[src/rtl/mips_pkg.sv]
// Shared definitions for the ROM fetch path.
// Holds default widths, the NOP encoding and the grant-source enum.
package mips_pkg;

    localparam int DEF_ADDR_W   = 31;
    localparam int DEF_DATA_W   = 32;
    localparam int STARVE_CNT_W = 4;

    localparam logic [31:0] NOP_INSTR = 32'h0000_0000;

    typedef enum logic [1:0] {
        GNT_IDLE,
        GNT_IF,
        GNT_DBG,
        GNT_FORCE
    } grant_e;

endpackage

[src/rtl/rom_starve_counter.sv]
// Counts consecutive denied debug cycles and raises force_dbg so that
// debug is granted exactly STARVE_LIMIT denied cycles after it asks.
// Ports: clk, reset (async, active-high), dbg_req, dbg_granted in;
//        force_dbg out (registered).
module rom_starve_counter
    import mips_pkg::*;
#(
    parameter int STARVE_LIMIT = 4
) (
    input  logic clk,
    input  logic reset,
    input  logic dbg_req,
    input  logic dbg_granted,
    output logic force_dbg
);

    localparam logic [STARVE_CNT_W-1:0] LIMIT =
        STARVE_CNT_W'(STARVE_LIMIT);
    localparam logic [STARVE_CNT_W-1:0] LIMIT_M1 =
        STARVE_CNT_W'(STARVE_LIMIT - 1);

    logic [STARVE_CNT_W-1:0] cnt_q;
    logic [STARVE_CNT_W-1:0] cnt_d;
    logic                    force_q;
    logic                    force_d;

    always_comb begin
        cnt_d   = '0;
        force_d = 1'b0;
        if (dbg_req && !dbg_granted) begin
            // Saturate so a long denial cannot wrap back to zero.
            if (cnt_q < LIMIT) begin
                cnt_d = cnt_q + 1'b1;
            end else begin
                cnt_d = cnt_q;
            end
            force_d = (cnt_q >= LIMIT_M1);
        end
    end

    always_ff @(posedge clk or posedge reset) begin
        if (reset) begin
            cnt_q   <= '0;
            force_q <= 1'b0;
        end else begin
            cnt_q   <= cnt_d;
            force_q <= force_d;
        end
    end

    assign force_dbg = force_q;

endmodule

[src/rtl/rom_fetch_arbiter.sv]
// Arbitrates the single-ported combinational ROM between IF (priority,
// same-cycle data) and a debug read port with a registered response.
// Ports: clk, reset; if_req/if_addr/if_data/if_stall (IF side);
//        dbg_req/dbg_addr/dbg_ready/dbg_rvalid/dbg_rdata (debug side);
//        rom_addr/rom_data (ROM side).
module rom_fetch_arbiter
    import mips_pkg::*;
#(
    parameter int ADDR_W       = DEF_ADDR_W,
    parameter int DATA_W       = DEF_DATA_W,
    parameter int STARVE_LIMIT = 4
) (
    input  logic              clk,
    input  logic              reset,
    input  logic              if_req,
    input  logic [ADDR_W-1:0] if_addr,
    output logic [DATA_W-1:0] if_data,
    output logic              if_stall,
    input  logic              dbg_req,
    input  logic [ADDR_W-1:0] dbg_addr,
    output logic              dbg_ready,
    output logic              dbg_rvalid,
    output logic [DATA_W-1:0] dbg_rdata,
    output logic [ADDR_W-1:0] rom_addr,
    input  logic [DATA_W-1:0] rom_data
);

    grant_e            grant_sel;
    logic              force_dbg;
    logic              rvalid_q;
    logic              rvalid_d;
    logic [DATA_W-1:0] rdata_q;
    logic [DATA_W-1:0] rdata_d;

    rom_starve_counter #(
        .STARVE_LIMIT(STARVE_LIMIT)
    ) u_starve (
        .clk        (clk),
        .reset      (reset),
        .dbg_req    (dbg_req),
        .dbg_granted(dbg_ready),
        .force_dbg  (force_dbg)
    );

    // Reset is decoded combinationally so no grant leaks out while
    // the block is held in reset.
    always_comb begin
        grant_sel = GNT_IDLE;
        if (reset) begin
            grant_sel = GNT_IDLE;
        end else if (force_dbg && dbg_req) begin
            grant_sel = GNT_FORCE;
        end else if (if_req) begin
            grant_sel = GNT_IF;
        end else if (dbg_req) begin
            grant_sel = GNT_DBG;
        end
    end

    always_comb begin
        rom_addr  = if_addr;
        if_data   = rom_data;
        if_stall  = 1'b0;
        dbg_ready = 1'b0;
        unique case (grant_sel)
            GNT_FORCE: begin
                rom_addr  = dbg_addr;
                if_data   = DATA_W'(NOP_INSTR);
                if_stall  = if_req;
                dbg_ready = 1'b1;
            end
            GNT_DBG: begin
                rom_addr  = dbg_addr;
                dbg_ready = 1'b1;
            end
            GNT_IF, GNT_IDLE: begin
                rom_addr = if_addr;
            end
        endcase
    end

    always_comb begin
        rvalid_d = dbg_ready;
        rdata_d  = rdata_q;
        if (dbg_ready) begin
            rdata_d = rom_data;
        end
    end

    always_ff @(posedge clk or posedge reset) begin
        if (reset) begin
            rvalid_q <= 1'b0;
            rdata_q  <= '0;
        end else begin
            rvalid_q <= rvalid_d;
            rdata_q  <= rdata_d;
        end
    end

    assign dbg_rvalid = rvalid_q;
    assign dbg_rdata  = rdata_q;

endmodule

[config.mk]
export PLATFORM = sky130hd
export DESIGN_NAME = rom_fetch_arbiter
export DESIGN_NICKNAME = d
export VERILOG_FILES = /design/src/rtl/mips_pkg.sv /design/src/rtl/rom_starve_counter.sv /design/src/rtl/rom_fetch_arbiter.sv
export SDC_FILE = /design/constraint.sdc
export NUM_CORES = 1
export LEC_CHECK = 0
export ABC_AREA = 1
export ABC_CLOCK_PERIOD_IN_PS = 2050
export CORE_MARGIN = 5
export CORE_UTILIZATION = 34
export CTS_CLUSTER_SIZE = 28
export DETAILED_ROUTE_END_ITERATION = 6
export PLACE_DENSITY = 0.87
export SLEW_MARGIN = 20
export SYNTH_ARGS = -nofsm -noshare
export SYNTH_HDL_FRONTEND = slang
export SYNTH_SLANG_ARGS = --single-unit
[constraint.sdc]
create_clock -name clk -period 2.05 [get_ports clk]
set_input_delay 0.205 -clock clk [delete_from_list [all_inputs] [get_ports clk]]
set_output_delay 0.205 -clock clk [all_outputs]
set_load 0.02 [all_outputs]
== Yosys cells after proc, flatten, opt, wreduce, memory -nomap -nowiden ==
Cells that the tools add are included.

* Input port bits: 98
* Flip-flop bits (word level): 38

* Magnitude comparators: 2
* Multiplexer cells: 11
* Add/sub/neg operators: 1
* Reduce and logical (&&, ||, !) cells: 6
* Equality and inequality tests: 4

{| class="wikitable"
|+ Operator list
! kind !! count
|-
| $pmux W31 S2 || 1
|-
| $mux W32 || 1
|-
| $mux W2 || 4
|-
| $mux W4 || 2
|-
| $add A4 B1 Y4 const B || 1
|-
| $eq A2 B2 Y1 const B || 2
|-
| $ge A4 B2 Y1 const B || 1
|-
| $lt A4 B3 Y1 const B || 1
|-
| $reduce_or A2 Y1 || 2
|-
| $mux W1 || 3
|-
| $eq A2 B1 Y1 const B || 1
|-
| $logic_and A1 B1 Y1 || 2
|-
| $logic_not A2 Y1 || 1
|-
| $ne A2 B2 Y1 const B || 1
|-
| $logic_not A1 Y1 || 1
|}

== Depth between registers and ports, before layout ==
* Depth after elaboration: 10
* Mapped depth: 7
* Mapped depth without buffers: 6

== By module ==
Synthesis repeated with hierarchy kept, for this count alone.

* Cells, all modules: 344
* Area total of the unflattened synthesis: 2259.7 sq um

{| class="wikitable"
|+ By module, submodules not included
! module !! area each (sq um) !! cells each !! instances
|-
| rom_fetch_arbiter || 2033.2 || 318 || 1
|-
| rom_starve_counter || 226.5 || 26 || 1
|}

== Worst setup path before layout ==
OpenSTA, ideal clock, no wires.

* Path type: register to output
* Start point: register u_starve.force_q, in the netlist u_starve.force_dbg
* End point: output port rom_addr[0]
* Path buffers: 2
* Arrival time: 1.015 ns
* Setup slack: 0.830 ns
* Stages on the path, launching flop included: 8
* Cells stage by stage: dfrtp_1 inv_1 nand2_1 nand2_2 buf_6 buf_6 nand2_1 nand2_1

* Longest elaborated chain between the ends: 6
* Elaborated cells between the ends (all ways): 10
* Those cells by class: eq/ne (3); mux (3); reduce/logical (4)

{| class="wikitable"
|+ Ends and longest elaborated chain
! element !! line !! source
|-
| start: declaration || rom_starve_counter.sv:24 || <nowiki>logic force_q;</nowiki>
|-
| start signal: assignment || rom_starve_counter.sv:47 || <nowiki>force_q <= force_d;</nowiki>
|-
| $logic_and A1 B1 Y1 (*) || rom_fetch_arbiter.sv:51 || <nowiki>end else if (force_dbg && dbg_req) begin</nowiki>
|-
| $mux W2 (*) || rom_fetch_arbiter.sv:51 ||
|-
| $mux W2 (*) || rom_fetch_arbiter.sv:49 || <nowiki>if (reset) begin</nowiki>
|-
| $eq A2 B1 Y1 (tied with other cells) || rom_fetch_arbiter.sv:65 || <nowiki>unique case (grant_sel)</nowiki>
|-
| $reduce_or A2 Y1 (on tied branches) || - ||
|-
| $pmux W31 S2 (*) || rom_fetch_arbiter.sv:65 ||
|-
| end: declaration || rom_fetch_arbiter.sv:24 || <nowiki>output logic [ADDR_W-1:0] rom_addr,</nowiki>
|}

Every way passes the cells marked *; elsewhere a longest branch is shown, timed or not.

== Final worst setup path ==
* Start point: input port dbg_req
* End point: output port if_stall

* Longest elaborated chain between the ends: 6
* Elaborated cells between the ends (all ways): 7
* Those cells by class: eq/ne (1); mux (5); reduce/logical (1)

{| class="wikitable"
|+ Ends and longest elaborated chain
! element !! line !! source
|-
| start: declaration || rom_fetch_arbiter.sv:19 || <nowiki>input logic dbg_req,</nowiki>
|-
| $mux W2 || rom_fetch_arbiter.sv:55 || <nowiki>end else if (dbg_req) begin</nowiki>
|-
| $mux W2 || rom_fetch_arbiter.sv:53 || <nowiki>end else if (if_req) begin</nowiki>
|-
| $mux W2 (*) || rom_fetch_arbiter.sv:51 ||
|-
| $mux W2 (*) || rom_fetch_arbiter.sv:49 ||
|-
| $eq A2 B2 Y1 (*) || rom_fetch_arbiter.sv:65 ||
|-
| $mux W1 (*) || rom_fetch_arbiter.sv:65 ||
|-
| end: declaration || rom_fetch_arbiter.sv:18 || <nowiki>output logic if_stall,</nowiki>
|}

Marked as above.

==> results.py <==
metrics = {
    "global_routing": {
        "overflow": 0,
        "grt_pass1_vias": 2725,
        "antenna_found_initial": 0,
        "grt_start_max_net_pins": 39,
        "grtUsageTotal_pct": 20.3,
        "grt_pass1_wl_um": 13600,
    },
    "logic_synthesis": {
        "yosysTopAreaCellShare_pct": 43.2,
        "synth_compound_area_share_pct": 0.228,
        "synth_top_family_by_area": "simple AND/OR/NAND/NOR gates",
        "synth_xor_area_share_pct": 0,
        "synth_warnings": 0,
        "syn-num-nets": 438,
        "avgSynthCellArea_sq_um": 6.49,
        "synthDistinctLibCells": 11,
        "postSynthCellCount": 339,
        "ys_seq_elements": 38,
        "yosysSeqAreaShare_pct": 43.2,
        "synthAdderAreaFrac_pct": 0.569,
        "yosys.area_share.simple_pct": 41.4,
        "synth_top_area_cell": "dfrtp_1",
        "yosys-mux-area-fraction_pct": 0,
        "netlist_area_sq_um": 2200,
        "ys_top_cells_by_area": "dfrtp_1 (43%), nand2_1 (39%), inv_1 (7.0%), buf_6 (6.7%), nor2_1 (1.9%)",
    },
    "final_layout": {
        "mostFrequentLayoutCell": "nand2_1",
        "syn_to_final_growth_pct": 96.3,
        "nets": 635,
        "final_cell_mix": "nand2_1 (228), clkdlybuf4s50_1 (131), inv_1 (41), dfrtp_1 (38), dlygate4sd2_1 (35)",
        "post-route-util_pct": 68.4,
        "antenna_cells": 0,
        "layout-drive-gt1-share_pct": 3.91,
    },
    "run": {
        "maxCapViolations": 0,
    },
    "power": {
        "cellPowerDensity_nw_per_um2": 599,
        "power_mw": 2.59,
        "leakagePower_nw": 2.60,
        "vdd_ir_drop_max_mv": 0.464,
    },
    "clock_tree": {
        "cts_buffers": 5,
        "clk_pin_slew_worst_paths_ps": 80,
        "cts-root-buf": "clkbuf_8",
        "tritoncts": "done",
        "cts_max_path_buffers": 2,
        "htree_levels": 2,
        "clkLatencyLatePin_ps": 280,
        "clock_sinks": 38,
    },
    "detailed_routing": {
        "met3_length_um": 721,
        "drc": 0,
        "drtIter0Drc": 62,
        "met1_length_um": 3510,
        "antenna_left": 0,
        "post_drt_wl_per_cell_um": 14.2,
        "wl_met2_um": 4420,
        "routed_wl_um": 8720,
        "vias_per_cell": 4.42,
        "routed-via-count": 2711,
        "drtPass1Iterations": 4,
        "topRoutingLayerUsed": "met4",
    },
    "sta": {
        "hold_viol": 0,
        "drv_slew": 0,
        "layout_setup_ws_ps": 126,
        "setup-violations-final": 0,
        "setup_tns_ps": 0,
        "max_slew_margin_pct": 68.7,
        "finalClockSkew_ps": 8.84,
        "fmax_mhz": 520,
        "worst_slew_pin_slew_ps": 470,
        "fin_crit_sh_pct": 93.8,
        "finalCriticalPeriod_ps": 1920,
        "grt_setup_unrepaired": "false",
        "worst_hold_slack_ps": 377,
    },
    "floorplan": {
        "ios": 196,
        "die_x_um": 90.4,
        "start_util_pct": 34.8,
        "die-area_sq_um": 8180,
        "rows": 29,
        "core_area_sq_um": 6310,
        "die_y_um": 90.4,
    },
    "critical_path": {
        "end_kind": "output pin",
        "worstPathMaxFanout": 3,
        "crit_type": "in -> out",
        "startpoint_type": "primary input",
        "arrival_ps": 1720,
        "r2r-start": "u_starve.force_dbg",
        "critPathLaunch": "dbg_req",
        "critPathRequiredTime_ps": 1850,
    },
    "placement": {
        "port_buffers": 195,
        "dpl_worst_slack_ps": -90.3,
        "gp_congestion": 0.850,
        "hpwl_um": 6800,
    },
    "hold_path": {
        "hp-class": "in -> async",
    },
    "outcome": {
        "status": "finished, final reports clean",
    },
}
## power by group
group          internal [mW]  switching (mW)
clock network          0.272           0.255
registers              0.869          0.0673
logic                  0.556           0.568
## cells by family (layout without fill, tap and decap cells)
| group | Yosys count | in the layout |
|---|---|---|
| simple gates | 241 | 241 |
| fa+ha+maj | 1 | 1 |
| compound gates | 1 | 1 |
| buf+inv | 58 | 256 |
| flops | 38 | 38 |
## sequential cells by signal, summed over array words and instances, names as in the netlist
name and cells:
dbg_rdata 32, dbg_rvalid 1, u_starve.cnt_q 4, u_starve.force_dbg 1
## metal layers
metal / global-route usage (%) / vias to the layer above
met4: 4.71 / 0
met3: 6.00 / 8
met5: 0 / -
met1: 23.2 / 1197
met2: 36.9 / 140
li1: - / 1366
## stage by stage
step / std cells / area, sq um
2_1_floorplan: 339 / 2200
3_3_place_gp: 606 / 4190
3_5_place_dp: 606 / 4190
4_1_cts: 614 / 4250
5_1_grt: 614 / 4320
6_report: 614 / 4320
## final timing paths
kind                       cells after the start           endpoint  slack, ps
setup / recovery                               6           if_stall        130
hold / removal                                 3       dbg_rdata[0]        380
setup reg to reg                               7  u_starve.cnt_q[1]        540
hold reg to reg                                2      dbg_rdata[22]        490
max in group asynchronous                      3       dbg_rdata[8]       1340
min in group clk                               3       dbg_rdata[7]        480
## cells in the mapped netlist
cell type / n
a21oi_1: 1
buf_2: 3
buf_6: 13
dfrtp_1: 38
ha_1: 1
inv_1: 41
inv_4: 1
nand2_1: 228
nand2_2: 1
nor2_1: 11
nor2_2: 1
## critical path: stages
cell             delay, ps
clkdlybuf4s50_1        490
inv_1                   50
nor2_2                 110
nand2_1                140
nor2_1                 110
clkdlybuf4s50_1        620
## cell type report
| cell class | instances | area (sq um) |
|---|---|---|
| multi-input combinational | 243 | 927 |
| clock buffer | 7 | 86.3 |
| tap | 77 | 96.3 |
| fill | 548 | 2000 |
| clock inverter | 1 | 5.00 |
| inverter | 42 | 160 |
| sequential | 38 | 951 |
| timing repair buffer | 206 | 2090 |
## timing repair
item | 4_1_cts | 5_1_grt
setup buffers | 0 | 0
hold buffers | 0 | 0
endpoints found under the setup margin | 35 | 29
cloned | 0 | 0
gates resized for setup | 36 | 29
(Power assumes the default switching activity.)
